==> config.mk <==
export PLATFORM = sky130hd
export DESIGN_NAME = astable_555_vco_multi
export DESIGN_NICKNAME = d
export VERILOG_FILES = /design/src/rtl/astable_555_vco_multi.sv
export SDC_FILE = /design/constraint.sdc
export NUM_CORES = 1
export LEC_CHECK = 0
export ABC_CLOCK_PERIOD_IN_PS = 8200
export BUFFER_PORTS_ARGS = -buffer_cell sky130_fd_sc_hd__buf_4
export CORE_MARGIN = 2
export CORE_UTILIZATION = 44
export CTS_CLUSTER_DIAMETER = 200
export DETAILED_ROUTE_END_ITERATION = 12
export PLACE_DENSITY = 0.62
export SLEW_MARGIN = 0
export SYNTH_ARGS = -nofsm -noshare
export SYNTH_HDL_FRONTEND = slang
export SYNTH_SLANG_ARGS = --single-unit
==> constraint.sdc <==
create_clock -name clk -period 8.2 [get_ports clk]
set_input_delay 1.64 -clock clk [delete_from_list [all_inputs] [get_ports clk]]
set_output_delay 1.64 -clock clk [all_outputs]
set_load 0.05 [all_outputs]
==> src/rtl/astable_555_vco_multi.sv <==
// Multi-channel 555 astable VCO. One LOAD/MUL/UPD datapath is time-shared across all
// channels, and each audio strobe advances every capacitor by one sample.
module astable_555_vco_multi #(
  parameter int CHANNELS    = 4,
  parameter int CLOCK_RATE  = 1000000,
  parameter int K_CHARGE    = 2048,
  parameter int K_DISCHARGE = 4096,
  parameter int VCTRL_MIN   = 512,
  parameter int OUT_HIGH    = 16383,
  parameter int OUT_LOW     = 0
) (
  input  logic                     clk,
  input  logic                     reset,
  input  logic                     audio_clk_en,
  input  logic [16*CHANNELS-1:0]   v_control,
  input  logic [CHANNELS-1:0]      ch_enable,
  output logic [16*CHANNELS-1:0]   out,
  output logic                     sample_valid,
  output logic                     busy,
  output logic                     overrun
);

  localparam int                 IW         = (CHANNELS > 1) ? $clog2(CHANNELS) : 1;
  localparam logic [IW-1:0]      LAST       = IW'(CHANNELS - 1);
  localparam logic signed [15:0] VMIN       = 16'(VCTRL_MIN);
  localparam logic [31:0]        KC         = 32'(K_CHARGE);
  localparam logic [31:0]        KD         = 32'(K_DISCHARGE);
  localparam logic [15:0]        OUT_HIGH_W = 16'(OUT_HIGH);
  localparam logic [15:0]        OUT_LOW_W  = 16'(OUT_LOW);

  if (CLOCK_RATE < 3 * CHANNELS + 2) begin : g_budget_check
    $error("CLOCK_RATE too low for one sweep per sample");
  end

  typedef enum logic [2:0] {S_IDLE, S_LOAD, S_MUL, S_UPD, S_DONE} state_e;

  state_e                   state_q, state_d;
  logic [IW-1:0]            idx_q, idx_d;
  logic [14:0]              cap_q [CHANNELS];
  logic [CHANNELS-1:0]      chg_q;
  logic [14:0]              cur_cap_q, vth_q, vth_d;
  logic                     cur_chg_q, cur_en_q;
  logic [15:0]              step_q, step_d;
  logic [16*CHANNELS-1:0]   shadow_q, shadow_d, out_q;
  logic                     overrun_q;

  logic signed [15:0]       v_arr [CHANNELS];
  logic signed [15:0]       v_lane;
  logic [14:0]              operand, new_cap;
  logic [31:0]              prod;
  logic [16:0]              sum;
  logic                     new_chg;
  logic [15:0]              lane_val;

  for (genvar g = 0; g < CHANNELS; g++) begin : g_lanes
    assign v_arr[g] = v_control[16*g +: 16];
  end

  // NOTE: every variable written in an always_comb gets a default first, so no path can infer a latch.
  always_comb begin
    state_d = state_q;
    idx_d   = idx_q;
    unique case (state_q)
      S_IDLE: if (audio_clk_en) begin
        state_d = S_LOAD;
        idx_d   = '0;
      end
      S_LOAD: state_d = S_MUL;
      S_MUL:  state_d = S_UPD;
      S_UPD: begin
        if (idx_q == LAST) begin
          state_d = S_DONE;
        end else begin
          state_d = S_LOAD;
          idx_d   = idx_q + IW'(1);
        end
      end
      S_DONE:  state_d = S_IDLE;
      default: state_d = S_IDLE;
    endcase
  end

  // The thresholds track v_control. The step is an exponential RC approach toward Vcc or 0.
  always_comb begin
    v_lane  = v_arr[idx_q];
    vth_d   = (v_lane < VMIN) ? 15'(VCTRL_MIN) : v_lane[14:0];

    operand = cur_chg_q ? (15'h7fff - cur_cap_q) : cur_cap_q;
    prod    = 32'(operand) * (cur_chg_q ? KC : KD);
    step_d  = 16'(prod >> 16);
    if (step_d == 16'd0 && operand != 15'd0) step_d = 16'd1;

    sum = 17'(cur_cap_q) + 17'(step_q);
    if (cur_chg_q) begin
      new_cap = (sum > 17'd32767) ? 15'h7fff : sum[14:0];
    end else begin
      new_cap = (17'(cur_cap_q) < 17'(step_q)) ? 15'd0 : (cur_cap_q - step_q[14:0]);
    end

    new_chg = cur_chg_q;
    if (cur_chg_q && new_cap >= vth_q) new_chg = 1'b0;
    else if (!cur_chg_q && new_cap <= (vth_q >> 1)) new_chg = 1'b1;

    if (!cur_en_q) begin
      new_cap = '0;
      new_chg = 1'b1;
    end

    lane_val = (cur_en_q && new_chg) ? OUT_HIGH_W : OUT_LOW_W;
    shadow_d = shadow_q;
    shadow_d[16*int'(idx_q) +: 16] = lane_val;
  end

  // NOTE: the per-channel state array is reset explicitly, because the oscillators must restart from cap=0.
  always_ff @(posedge clk or posedge reset) begin
    if (reset) begin
      state_q   <= S_IDLE;
      idx_q     <= '0;
      for (int i = 0; i < CHANNELS; i++) cap_q[i] <= '0;
      chg_q     <= '1;
      cur_cap_q <= '0;
      cur_chg_q <= 1'b1;
      cur_en_q  <= 1'b0;
      vth_q     <= '0;
      step_q    <= '0;
      shadow_q  <= '0;
      out_q     <= '0;
      overrun_q <= 1'b0;
    end else begin
      state_q <= state_d;
      idx_q   <= idx_d;
      if (audio_clk_en && state_q != S_IDLE) overrun_q <= 1'b1;
      unique case (state_q)
        S_LOAD: begin
          cur_cap_q <= cap_q[idx_q];
          cur_chg_q <= chg_q[idx_q];
          cur_en_q  <= ch_enable[idx_q];
          vth_q     <= vth_d;
        end
        S_MUL: step_q <= step_d;
        S_UPD: begin
          cap_q[idx_q] <= new_cap;
          chg_q[idx_q] <= new_chg;
          shadow_q     <= shadow_d;
          // All lanes publish together, and the final channel joins on the same edge.
          if (idx_q == LAST) out_q <= shadow_d;
        end
        default: ;
      endcase
    end
  end

  assign out          = out_q;
  assign busy         = (state_q != S_IDLE);
  assign sample_valid = (state_q == S_DONE);
  assign overrun      = overrun_q;

endmodule
### After elaboration in Yosys (flattened, before gate mapping)

Index checks and enable logic that the tools add are counted.

* flip-flop bits (word level): 246
* output and inout port bits: 67
* input bits: 71
* word-level logic and storage cells: 90

* multiply operators: 1
* bitwise operators: 1
* mux-type cells: 35
* shift operators: 2
* $lt $le $gt $ge: 9
* $add $sub $neg: 5
* equality and inequality tests: 7
* reductions and logical operators: 15

Operator list (count)
* $mux 15: 9
* $bwmux 64: 1
* $shift 16x33->64 const A: 1
* $shiftx 16x33->64: 1
* $bwmux 60: 1
* $neg 6->33: 1
* $bmux 16 s2: 1
* $mux 16: 2
* $bmux 15 s2: 1
* $demux 15 s2: 1
* $mul 15x13->28: 1
* $add 15x16->17: 1
* $gt 17x15->1 const B: 1
* $logic_not 16->1: 1
* $lt 15x16->1: 1
* $lt 16x11->1 const B: 1
* $ge 15x15->1: 1
* $le 15x14->1: 1
* $reduce_bool 15->1: 1
* $sub 15x15->15: 1
* $sub 15x15->15 const A: 1
* $mux 14: 1
* $mux 13: 1
* $mux 12: 1
* 26 further kinds: 42

### Depth between registers and ports, before layout

* word-level depth: 13
* mapped depth: 21
* gate-level depth less buffers: 19

### Worst setup path before layout

OpenSTA, ideal clock, no wires.

* path kind: register to register
* start point: reg cur_chg_q
* end point: reg step_q[0]
* buffers on the path: 3
* clock period less this slack: 4626 ps
* data required time: 8136 ps
* cell stages (with the launch flop): 19
* setup slack: 3574 ps
* library setup time: 64 ps
* arrival: 4562 ps
* cell sequence: dfstp_2 -> clkbuf_1 -> inv_1 -> clkbuf_1 -> buf_1 -> ha_1 -> nand2_1 -> nor2_1 -> ha_1 -> ha_1 -> ha_1 -> fa_1 -> a21o_1 -> a221o_1 -> o41ai_1 -> xor2_1 -> nor4bb_1 -> and4_1 -> a21o_1

* longest elaborated chain between the ends: 5
* elaborated cells between the ends (all ways): 7
* those cells by class: mul: 1; mux: 3; reduce/logical: 3

Ends and longest elaborated chain
* start, declared: RTL line 42 `logic cur_chg_q, cur_en_q;`
* start signal, assigned: RTL line 136 `cur_chg_q <= chg_q[idx_q];`
* $mux 15 or $mux 13 (tied branches): RTL line 88, 89
* $mul 15x13->28: RTL line 89 `prod = 32'(operand) * (cur_chg_q ? KC : KD);`
* $logic_not 16->1: RTL line 91 `if (step_d == 16'd0 && operand != 15'd0) step_d = 16'd1;`
* $logic_and 1x1->1: RTL line 91
* $mux 12 *: RTL line 91
* end signal, assigned: RTL line 140 `S_MUL: step_q <= step_d;`
* end, declared: RTL line 43 `logic [15:0] step_q, step_d;`

Every way passes the cells marked *; elsewhere a longest branch is shown, timed or not.
A chain may end at the register's enable or synchronous reset.

### Worst setup path after layout

* start point: reg cur_cap_q[0]
* end point: reg out_q[53] (netlist: out[53])

* longest elaborated chain between the ends: 13
* elaborated cells between the ends (all ways): 18
* those cells by class: add/sub: 2; order compare: 4; shift: 1; mux: 8; reduce/logical: 3

Ends and longest elaborated chain
* start, declared: RTL line 41 `logic [14:0] cur_cap_q, vth_q, vth_d;`
* start signal, assigned: RTL line 135 `cur_cap_q <= cap_q[idx_q];`
* $add 15x16->17: RTL line 93 `sum = 17'(cur_cap_q) + 17'(step_q);`
* $gt 17x15->1: RTL line 95 `new_cap = (sum > 17'd32767) ? 15'h7fff : sum[14:0];`
* $mux 15: RTL line 95
* $mux 15 *: RTL line 94 `if (cur_chg_q) begin`
* $le 15x14->1: RTL line 102 `else if (!cur_chg_q && new_cap <= (vth_q >> 1)) new_chg = 1'b1;`
* $logic_and 1x1->1: RTL line 102
* $mux 1: RTL line 102
* $mux 1 *: RTL line 101 `if (cur_chg_q && new_cap >= vth_q) new_chg = 1'b0;`
* $mux 1 *: RTL line 104 `if (!cur_en_q) begin`
* $logic_and 1x1->1 *: RTL line 109 `lane_val = (cur_en_q && new_chg) ? OUT_HIGH_W : OUT_LOW_W;`
* $mux 14 *: RTL line 109
* $shiftx 16x33->64 *: RTL line 111 `shadow_d[16*int'(idx_q) +: 16] = lane_val;`
* $bwmux 64 *: RTL line 111
* end signal, assigned: RTL line 146 `if (idx_q == LAST) out_q <= shadow_d;`
* end, declared: RTL line 44 `logic [16*CHANNELS-1:0] shadow_q, shadow_d, out_q;`

Marks and branches as above.

==> results.json <==
{
  "grt_pass1_vias": 10800,
  "dieWidth_um": 179,
  "yosysWarnings": 0,
  "post-route-min-period_ns": 5.42,
  "worst_slack_ns": 2.78,
  "cpPeakStageDelay_ns": 0.70,
  "yosysTopAreaCell": "dfrtp_1",
  "hold_path_depth": 1,
  "tightest_slew_ns": 0.991,
  "cts_resized": 0,
  "drcViolationCount": 0,
  "finalSetupTns_ns": 0,
  "switching_share_pct": 48.5,
  "leakage_nw": 7.17,
  "p_sw_mw": 3.52,
  "worst_setup_path_end_kind": "register",
  "postRouteAntennaNets": 0,
  "h-tree-depth": 1,
  "cts_sinks": 226,
  "critical_path.max_fanout": 102,
  "reg2regPathDepth": 19,
  "p_total_mw": 7.26,
  "clock_skew_ns": 0.00863,
  "drt-met1-wl_um": 16600,
  "setup_viol": 0,
  "cp_top_family": "compound AO/OA/AOI/OAI gates",
  "wl_per_cell_um": 18.4,
  "seqCellArea_um2": 5660,
  "port_buffers": 137,
  "vias_per_cell": 5.66,
  "startpoint_type": "register",
  "crit_arrival_ns": 5.79,
  "dpl.hpwl_um": 23900,
  "fin_cells": 1902,
  "critPathRequiredTime_ns": 8.58,
  "num_vias": 10800,
  "slowest_stage": "buf_4",
  "drive_gt1_share_pct": 17.4,
  "fp-row-count": 64,
  "dp_slack_ns": 2.89,
  "die-area_um2": 32100,
  "drv_slew": 0,
  "finalCritPeriodShare_pct": 66.1,
  "relSlewSlack_pct": 33.9,
  "outcome": "finished, final reports clean",
  "antennaDiodeCount": 0,
  "root_buffer": "clkbuf_16",
  "crit_buf_inv": 4,
  "p_per_area_nw_per_um2": 464,
  "place_inst": 1856,
  "final_cell_mix": "219 x dfrtp_1, 184 x nand2_1, 164 x o21ai_0",
  "r2r-end": "out[53]",
  "syn_inst": 1403,
  "min_to": "overrun",
  "finalCoreUtilization_pct": 51.4,
  "cts_buffers": 26,
  "hold_path.class": "reg -> reg",
  "synth_edf_count": 0,
  "initial_utilization_pct": 44.4,
  "syn_nets": 1598,
  "ys_top_cells_by_area": "dfrtp_1 41%, ha_1 11%, o21ai_0 6.1%",
  "async_flop_share_pct": 100,
  "core_area_um2": 30400,
  "comb_power_share_pct": 56.9,
  "synth-main-ff-cell": "dfrtp_1",
  "multi_input_area_um2": 7200,
  "crit_chain": "inv_1, ha_1, inv_1, fa_1, a21oi_1, o211ai_2, a31oi_4, o211ai_2, a31oi_1, inv_1, ha_1, nor2b_1, o21a_1, o21ai_0, a211oi_1, o21ai_0, a32oi_4, buf_4, o21ai_0",
  "overflow": 0,
  "rsz0062_at_grt": "false",
  "grt_max_degree": 103,
  "die_h_um": 179,
  "num-nets-final": 1683,
  "grt_pass1_wl_um": 58200,
  "wirelength_um": 35000,
  "cts-hold-fix-buffers": 0,
  "seqPwrFrac_pct": 26.4,
  "track_usage_pct": 22.5,
  "yosysSeqAreaShare_pct": 41.9,
  "post_dp_cell_area_um2": 14700,
  "internal_power_mw": 3.74,
  "power_frac_clock_pct": 16.7,
  "gp_congestion": 0.882,
  "holdWs_ns": 0.457,
  "drt_pass1_iterations": 5,
  "io_pins": 138,
  "hp-start": "overrun",
  "layout.filler_cells": 2849,
  "clk_path_buf_depth": 3,
  "yosysTopAreaCellShare_pct": 41.0,
  "worstSetupPathType": "reg -> reg",
  "initialDrtViolationCount": 763,
  "wl_met2_um": 16000,
  "clk_latency_ns": 0.55,
  "finalHoldViolations": 0,
  "netlist_area_um2": 13500,
  "r2r_start": "cur_cap_q[0]",
  "topRoutingLayerUsed": "met4",
  "area_growth_pct": 15.8,
  "cts_tree": "done",
  "path_clk_slew_ns": 0.06,
  "ff2ff_setup_slack_ns": 2.78,
  "yosysUniqueCellTypes": 83,
  "layout_commonest_cell": "dfrtp_1",
  "antenna_found_initial": 0,
  "clock.fmax_mhz": 185,
  "final_area_um2": 15600,
  "wl_met3_um": 1700,
  "ys_ff_latch": 226,
  "drv_cap": 0,
  "synth_area_per_cell_um2": 9.63,
  "cts_setup_buffers": 0,
  "ir_drop_mv": 0.462
}
-- layer usage --
layer  GRT usage (%)  vias to the layer above
met1            32.6                     5312
met5               0                        -
met3            2.86                       38
met2            36.4                      249
li1                -                     5172
met4            4.57                        0
-- cell type report --
type                       instances  share of cell area [%]
clock inverter                     9                   0.945
tap                              396                    3.17
clock buffer                      37                    4.75
timing repair buffer             145                    6.96
sequential                       226                    36.2
multi-input combinational       1012                    46.0
inverter                          77                    1.90
-- synth_stat cells (all sizes together) (17+ instances only) --
cell type,number
inv,76
o21ai,180
mux4,32
a21oi,82
nand3,20
buf,23
clkbuf,65
dfrtp,221
and2,20
a22o,17
nand2,186
nor3b,45
ha,121
nor2,65
-- worst max path at each step --
stage | startpoint | endpoint | depth (start not counted)
floorplan | reset | cap_q[0] | 1
global placement | cur_cap_q[0] | out[53] | 19
detailed placement | cur_cap_q[0] | out[22] | 19
CTS | cur_cap_q[0] | out[53] | 19
global route | step_q[10] | shadow_q[3] | 18
finish | cur_cap_q[0] | out[53] | 19
-- worst reg2reg max path, delay by kind of cell (launching register included) --
family / cells / cell delay (ns)
and+or+nand+nor: 1 / 0.13
DFF: 1 / 0.43
AOI/OAI and AO/OA: 11 / 2.83
buffers and inverters: 4 / 0.98
adders and majority gates: 3 / 0.88
-- cells by family (layout without fill, tap and decap cells) --
group                      Yosys count  count (layout)  synth area share, %
muxes                               38              38                 5.80
and+or+nand+nor                    423             423                 15.5
adders and majority gates          124             124                 11.7
xor gates and xnor gates            21              21                 1.36
DFF                                226             226                 41.9
buffers and inverters              165             268                 4.96
AOI/OAI and AO/OA                  406             406                 18.8
-- power by group through the flow --
stage / Sequential, mW / Combinational (mW) / Clock [mW]
after detailed placement: 1.93 / 4.11 / 0
after floorplan: 2.16 / 2.79 / 0
after global placement: 1.92 / 4.06 / 0
after global routing: 1.98 / 4.61 / 1.28
final: 1.92 / 4.12 / 1.21
after CTS: 1.92 / 4.14 / 1.24
-- state kept, by name (all words and copies together), names as in the netlist, 2 cells and up --
signal / cells
idx_q: 2
step_q: 12
cur_cap_q: 15
state_q: 3
cap_q: 60
shadow_q: 48
vth_q: 15
chg_q: 4
out: 64
Note: power is estimated with default switching activity, not from simulation.
